## src/rtl/accum_vec.sv

```systemverilog
// Multi-lane grouped accumulator: LANES signed partial products summed per
// first/last-framed group, with optional saturation, sticky overflow and beat count.
module accum_vec #(
  parameter int LANES    = 4,
  parameter int DATAW    = 16,
  parameter int ACCUMW   = 32,
  parameter int SATURATE = 0,
  parameter int CNTW     = 8
) (
  input  logic                     clk,
  input  logic                     rst,
  input  logic [LANES*DATAW-1:0]   data,
  input  logic                     ivalid,
  input  logic                     first,
  input  logic                     last,
  output logic                     iready,
  output logic [LANES*ACCUMW-1:0]  result,
  output logic [LANES-1:0]         ovf,
  output logic [CNTW-1:0]          count,
  output logic                     ovalid,
  input  logic                     oready
);

  localparam logic [ACCUMW-1:0] ACC_MAX = {1'b0, {(ACCUMW-1){1'b1}}};
  localparam logic [ACCUMW-1:0] ACC_MIN = {1'b1, {(ACCUMW-1){1'b0}}};

  // Handshake: a beat transfers when ivalid && iready; a result transfers when
  // ovalid && oready. The whole pipeline advances on en, so a stalled result
  // freezes stage 1 and the accumulators and withholds iready.
  logic en;
  assign en     = !ovalid || oready;
  assign iready = en;

  logic [LANES*DATAW-1:0]  s1_data;
  logic                    s1_valid;
  logic                    s1_first;
  logic                    s1_last;

  logic [LANES*ACCUMW-1:0] acc;
  logic [LANES-1:0]        ovf_acc;
  logic [CNTW-1:0]         cnt;

  logic [LANES*ACCUMW-1:0] acc_nxt;
  logic [LANES-1:0]        ovf_nxt;
  logic [CNTW-1:0]         cnt_nxt;

  always_ff @(posedge clk) begin
    if (rst) begin
      s1_data  <= '0;
      s1_valid <= 1'b0;
      s1_first <= 1'b0;
      s1_last  <= 1'b0;
    end else if (en) begin
      s1_data  <= data;
      s1_valid <= ivalid && iready;
      s1_first <= first;
      s1_last  <= last;
    end
  end

  for (genvar g = 0; g < LANES; g++) begin : g_lane
    logic signed [DATAW-1:0] d_l;
    logic [ACCUMW-1:0]       a_l;
    logic [ACCUMW-1:0]       ext;
    logic [ACCUMW:0]         sum;
    logic                    lane_ovf;

    assign d_l = s1_data[g*DATAW +: DATAW];
    assign a_l = acc[g*ACCUMW +: ACCUMW];
    assign ext = ACCUMW'(d_l);
    assign sum = {a_l[ACCUMW-1], a_l} + {ext[ACCUMW-1], ext};
    // With both operands sign-extended by one bit, overflow shows as the two
    // top bits disagreeing; the extra bit holds the true sign of the sum.
    assign lane_ovf = sum[ACCUMW] ^ sum[ACCUMW-1];

    assign acc_nxt[g*ACCUMW +: ACCUMW] =
        s1_first                      ? ext :
        (SATURATE != 0 && lane_ovf)   ? (sum[ACCUMW] ? ACC_MIN : ACC_MAX) :
                                        sum[ACCUMW-1:0];
    assign ovf_nxt[g] = !s1_first && (ovf_acc[g] || lane_ovf);
  end

  assign cnt_nxt = s1_first ? CNTW'(1) : cnt + CNTW'(1);

  always_ff @(posedge clk) begin
    if (rst) begin
      acc     <= '0;
      ovf_acc <= '0;
      cnt     <= '0;
    end else if (en && s1_valid) begin
      acc     <= acc_nxt;
      ovf_acc <= ovf_nxt;
      cnt     <= cnt_nxt;
    end
  end

  // Output register carries the post-update sums so the last beat is included.
  always_ff @(posedge clk) begin
    if (rst) begin
      result <= '0;
      ovf    <= '0;
      count  <= '0;
      ovalid <= 1'b0;
    end else if (en) begin
      ovalid <= s1_valid && s1_last;
      if (s1_valid && s1_last) begin
        result <= acc_nxt;
        ovf    <= ovf_nxt;
        count  <= cnt_nxt;
      end
    end
  end

endmodule

```

## config.mk

```make
export PLATFORM = sky130hd
export DESIGN_NAME = accum_vec
export DESIGN_NICKNAME = d
export VERILOG_FILES = /design/src/rtl/accum_vec.sv
export SDC_FILE = /design/constraint.sdc
export NUM_CORES = 1
export LEC_CHECK = 0
export CAP_MARGIN = 40
export CORE_ASPECT_RATIO = 2
export CORE_MARGIN = 2
export CORE_UTILIZATION = 62
export DETAILED_ROUTE_END_ITERATION = 12
export GPL_ROUTABILITY_DRIVEN = 0
export PLACE_DENSITY = 0.95
export SYNTH_ARGS = -nofsm -noshare
export SYNTH_HDL_FRONTEND = slang
export SYNTH_SLANG_ARGS = --single-unit
```

## constraint.sdc

```tcl
create_clock -name clk -period 5.6 [get_ports clk]
set_input_delay 1.12 -clock clk [delete_from_list [all_inputs] [get_ports clk]]
set_output_delay 1.12 -clock clk [all_outputs]
set_load 0.02 [all_outputs]
```

======== Yosys cells after proc, flatten, opt, wreduce, memory -nomap -nowiden ========
Index checks and enable logic that the tools add are counted.
Widths: inputs -> output; s select.
storage, ports and cells
  logic and storage cells ................. 40
  register bits ........................... 348
operators by class
  reduce and logical (&&, ||, !) cells .... 15
  bitwise logic cells ..................... 4
  add/subtract/negate cells ............... 5
  muxes and demuxes ....................... 5
operator list
  kind                 number
  $add 32x16->33       4
  $mux 32              4
  $add 8x1->8 const B  1
  $mux 8               1
  $logic_and 1x1->1    7
  $logic_or 1x1->1     5
  $xor 1x1->1          4
  $logic_not 1->1      2
  $reduce_and 2->1     1

======== Longest topological paths before layout ========
  depth in word-level cells ............... 4
  depth in mapped cells ................... 12

======== Least setup slack after synthesis ========
OpenSTA, ideal clock, no wires.
  kind .................................... reg-to-reg
  start point ............................. reg s1_data[31]
  end point ............................... reg acc[58]
  data required time ...................... 5526 ps
  stages on the path, launching flop included .. 12
  path slack .............................. 2632 ps
  arrival ................................. 2894 ps
  clock period less this slack ............ 2968 ps
  cell sequence ........................... dfxtp_1 ha_1 clkbuf_1 and3_1 a221o_2 a21oi_1 nor2_1 nor3b_2 nor3_1 o21ai_0 or3b_1 a31oi_1
on the way
  word-level cells in the longest chain between the ends .. 2
RTL lines
  element                 line  RTL
  from (decl)             34    logic [LANES*DATAW-1:0] s1_data;
  from (signal assigned)  54    s1_data <= data;
  $add 32x16->33          71    assign sum = {a_l[ACCUMW-1], a_l} + {ext[ACCUMW-1], ext};
  $mux 32 *               77    s1_first ? ext :
  to (signal assigned)    91    acc <= acc_nxt;
  to (decl)               39    logic [LANES*ACCUMW-1:0] acc;
Every way passes the cells marked *; elsewhere a longest branch is shown, timed or not.
A chain may end at the register's enable or synchronous reset.

======== Worst setup path after layout ========
  start point ............................. in oready
  end point ............................... out iready
on the way
  word-level cells in the longest chain between the ends .. 1
RTL lines
  element           line  RTL
  from (decl)       21    input logic oready
  $logic_or 1x1->1  31    assign en = !ovalid || oready;
  to (decl)         16    output logic iready,
No other way between the ends.

==> results.toml <==
[yosys]
synth_nets = 2782
seq_area_frac_synth = 0.3535
async_flop_share = 0
synth_top_family_by_area = "compound AO/OA/AOI/OAI gates"
synth_warnings = 0
dominantRegCellSynth = "dfxtp_1"
synth_mux_area_frac = 0.009016
synth.distinct_cells = 81
synthesis.area_um2 = 19710
synth_xor_area_frac = 0.05200
synth_edf_count = 0
yosys_register_bits = 348
synth.avg_cell_area_um2 = 7.641
syn-instance-count = 2579
synth_compound_area_frac = 0.2734
synth_adder_area_share = 0.08597
synth_simple_gate_area_share = 0.1844

[timing]
maxSlewHeadroom = 0.3603
hold_viol = 0
setup_violations = 0
fmax_mhz = 264.5
min_period_ns = 3.781
rsz0062_at_grt = "no"
worst_pin_slew_ns = 0.9582
slew_viol_final = 0
final.period_utilization = 0.6752
setup-tns-final_ns = 0
fin_skew_ns = 0.01436

[cts]
cts_tree = "done"
cts-htree-levels = 1
cts_num_sinks = 348
clk_latency_ns = 0.58
clockRootBuffer = "clkbuf_16"
postCtsSetupRepairBufs = 0
clockBufferDepth = 3
cts_hold_buf = 0
cts_made_buffers = 29
cts.repair.resized = 0
clk_pin_slew_ns = 0.07

[worst_setup_path]
max_stage_delay_ns = 0.67
start_kind = "input port"
r2r_slack_ns = 1.99
cp.arrival_ns = 2.66
path_buf_inv = 3
cp.required_ns = 4.48
critPathTopFamily = "buffers and inverters"
cp_max_fo = 13
rr_worst_depth = 10
cp-end-kind = "output pin"
crit_type = "in2out"
path_cells = "clkdlybuf4s50_1, nor2b_4, inv_2, clkdlybuf4s50_1"
worstSetupPathDepth = 4
reg2reg_to = "acc[56]"
r2r_start = "s1_data[31]"
critPathSlowestCell = "clkdlybuf4s50_1"
crit_top_cell = "clkdlybuf4s50_1"

[global_routing]
grt_start_max_net_pins = 87
first_global_vias = 20252
grt_pass1_wl_um = 97120
gr-total-overflow = 0
antenna_found_initial = 0
grtUsageTotal = 0.3539

[floorplan]
dieArea_um2 = 33310
start_util = 0.6271
fp.dieH_um = 256.1
die_w_um = 130.1
std_cell_rows = 92
core_area_um2 = 31430
num_io_pins = 212

[min_path]
min_from = "result[14]"
min_path_type = "reg2reg"
whs_path_depth = 2
hold_path_end = "result[14]"

[placed_design]
numPortBuffers = 211
hpwl_um = 40140

[route]
wirelength_um = 60020
drtIter0Drc = 1838
dr_total_vias = 20101
wl_per_cell_um = 19.31
drc = 0
dr.pass1.iters = 8
ant_nets = 0
viasPerCell = 6.465

[finish]
syn_to_final_growth_pct = 16.19
antenna_cells = 0
finish.net_count = 2868
drive_gt1_frac = 0.04207
utilization = 0.7286

[pwr]
vdd_drop_max_mv = 0.2653
power.leakage_nw = 9.359
seq_power_share = 0.447
p_per_area_nw_per_um2 = 264.5
swShare = 0.3021
clkPwrFrac = 0.354
p_switching_mw = 1.830
p_int_mw = 4.227
pwr-share-comb = 0.199

[run]
cap_violations = 0

[run_status]
status = "finished clean"
==> flip-flops by register name, indices dropped and copies added (netlist names) <==
register	cells
acc	128
result	128
s1_data	64
cnt	8
count	8
ovf	4
ovf_acc	4
ovalid	1
s1_first	1
s1_last	1
s1_valid	1
==> final cells by class <==
type                            instances  area, µm²
Sequential cell                       348       6970
Tap cell                              423      529.3
Inverter                               42      157.7
Fill cell                            2198       8529
Clock inverter                         15      167.7
Timing Repair Buffer                  230       2323
Multi-Input combinational cell       2014      11940
Clock buffer                           37      805.8
==> synth_stat cells (7+ instances only) <==
master      n  area [µm²]
xor2_1     45       394.1
and3_1     13       81.33
o211ai_1    7       52.55
ha_1      129        1614
nand2b_1   14       87.58
nand3_1    33       165.2
mux2i_1    11       110.1
o21bai_1   15       112.6
o21a_1     17       127.6
dfxtp_1   348        6967
nand4_1    20       125.1
o21ai_0   228        1141
a21o_1     66       495.5
inv_1      40       150.1
clkbuf_1  158       593.1
a211oi_1   80       600.6
and2_1      8       50.05
nor2b_1    17       106.4
xnor2_1    72       630.6
a21oi_1   349        1747
o31ai_1     9       67.56
a31oi_1    20       125.1
nor2_1    318        1194
a221oi_1    9       78.83
buf_1      16       60.06
nand2_1   335        1257
a21boi_0   14       105.1
nor3_1     70       350.3
==> worst max-delay path by stage <==
stage               slack (ns)         from  endpoint
detailed placement        1.84       oready    iready
global route              1.77       oready    iready
global placement          1.83       oready    iready
finish                    1.82       oready    iready
floorplan                 2.63  s1_data[31]   acc[58]
CTS                       1.83       oready    iready
==> cells in the final DEF (no fill, tap or decap), types with 6 or more instances in the layout <==
master | Yosys | final
a211o_1 | 6 | 6
a211oi_1 | 80 | 80
a21boi_0 | 14 | 14
a21o_1 | 66 | 66
a21oi_1 | 349 | 349
a221oi_1 | 9 | 9
a31oi_1 | 20 | 20
and2_1 | 8 | 7
and3_1 | 13 | 12
buf_4 | 0 | 15
clkbuf_16 | 0 | 29
clkdlybuf4s50_1 | 0 | 210
clkinv_2 | 0 | 7
dfxtp_1 | 348 | 347
ha_1 | 129 | 129
inv_1 | 40 | 39
mux2_2 | 6 | 6
mux2i_1 | 11 | 11
nand2_1 | 335 | 333
nand2b_1 | 14 | 14
nand3_1 | 33 | 33
nand4_1 | 20 | 20
nor2_1 | 318 | 318
nor2b_1 | 17 | 16
nor3_1 | 70 | 70
o211ai_1 | 7 | 7
o21a_1 | 17 | 17
o21ai_0 | 228 | 228
o21ai_1 | 6 | 6
o21bai_1 | 15 | 15
o31ai_1 | 9 | 9
xnor2_1 | 72 | 72
xor2_1 | 45 | 45
==> cell families after synthesis <==
| kind of cell | count (synthesis) |
|---|---|
| AOI/OAI and AO/OA | 890 |
| and+or+nand+nor | 857 |
| DFF | 348 |
| buffers and inverters | 217 |
| adders and majority gates | 133 |
| xor gates and xnor gates | 117 |
| muxes | 17 |
==> through the flow <==
stage                     instances  hold slack, ns  power (mW)  setup WS, ns  cell area (µm²)
after floorplan                2579          0.4173       3.560         2.632            19710
after global placement         3053          0.4470       3.856         1.830            21820
after detailed placement       3057          0.4510       3.917         1.840            21920
after CTS                      3109          0.4635       6.016         1.826            22900
after global routing           3109          0.4892       6.263         1.765            22900
final                          3109          0.4641       6.057         1.819            22900
==> metal layers <==
layer	GRT usage	vias to the layer above	routed length, µm
met5	0	-	0
met4	0.2360	0	4301
met3	0.04264	340	4304
met2	0.6204	1095	30100
met1	0.3912	9380	21320
li1	-	9286	-
==> worst reg2reg max path, delay by kind of cell, from the launching register on <==
family	cells	cell delay [ns]
XOR/XNOR	1	0.16
AO/OA/AOI/OAI	5	1.23
flip-flops	1	0.88
AND/OR/NAND/NOR	3	0.69
adder cells (fa/ha/maj)	1	0.48
==> power groups by stage <==
stage               Sequential, mW  Clock (mW)  Combinational [mW]
floorplan                     2.76           0               0.802
global placement              2.75           0                1.10
detailed placement            2.75           0                1.16
CTS                           2.70        2.14                1.18
global route                  2.72        2.23                1.31
finish                        2.71        2.14                1.21
Note: power is estimated with default switching activity, not from simulation.
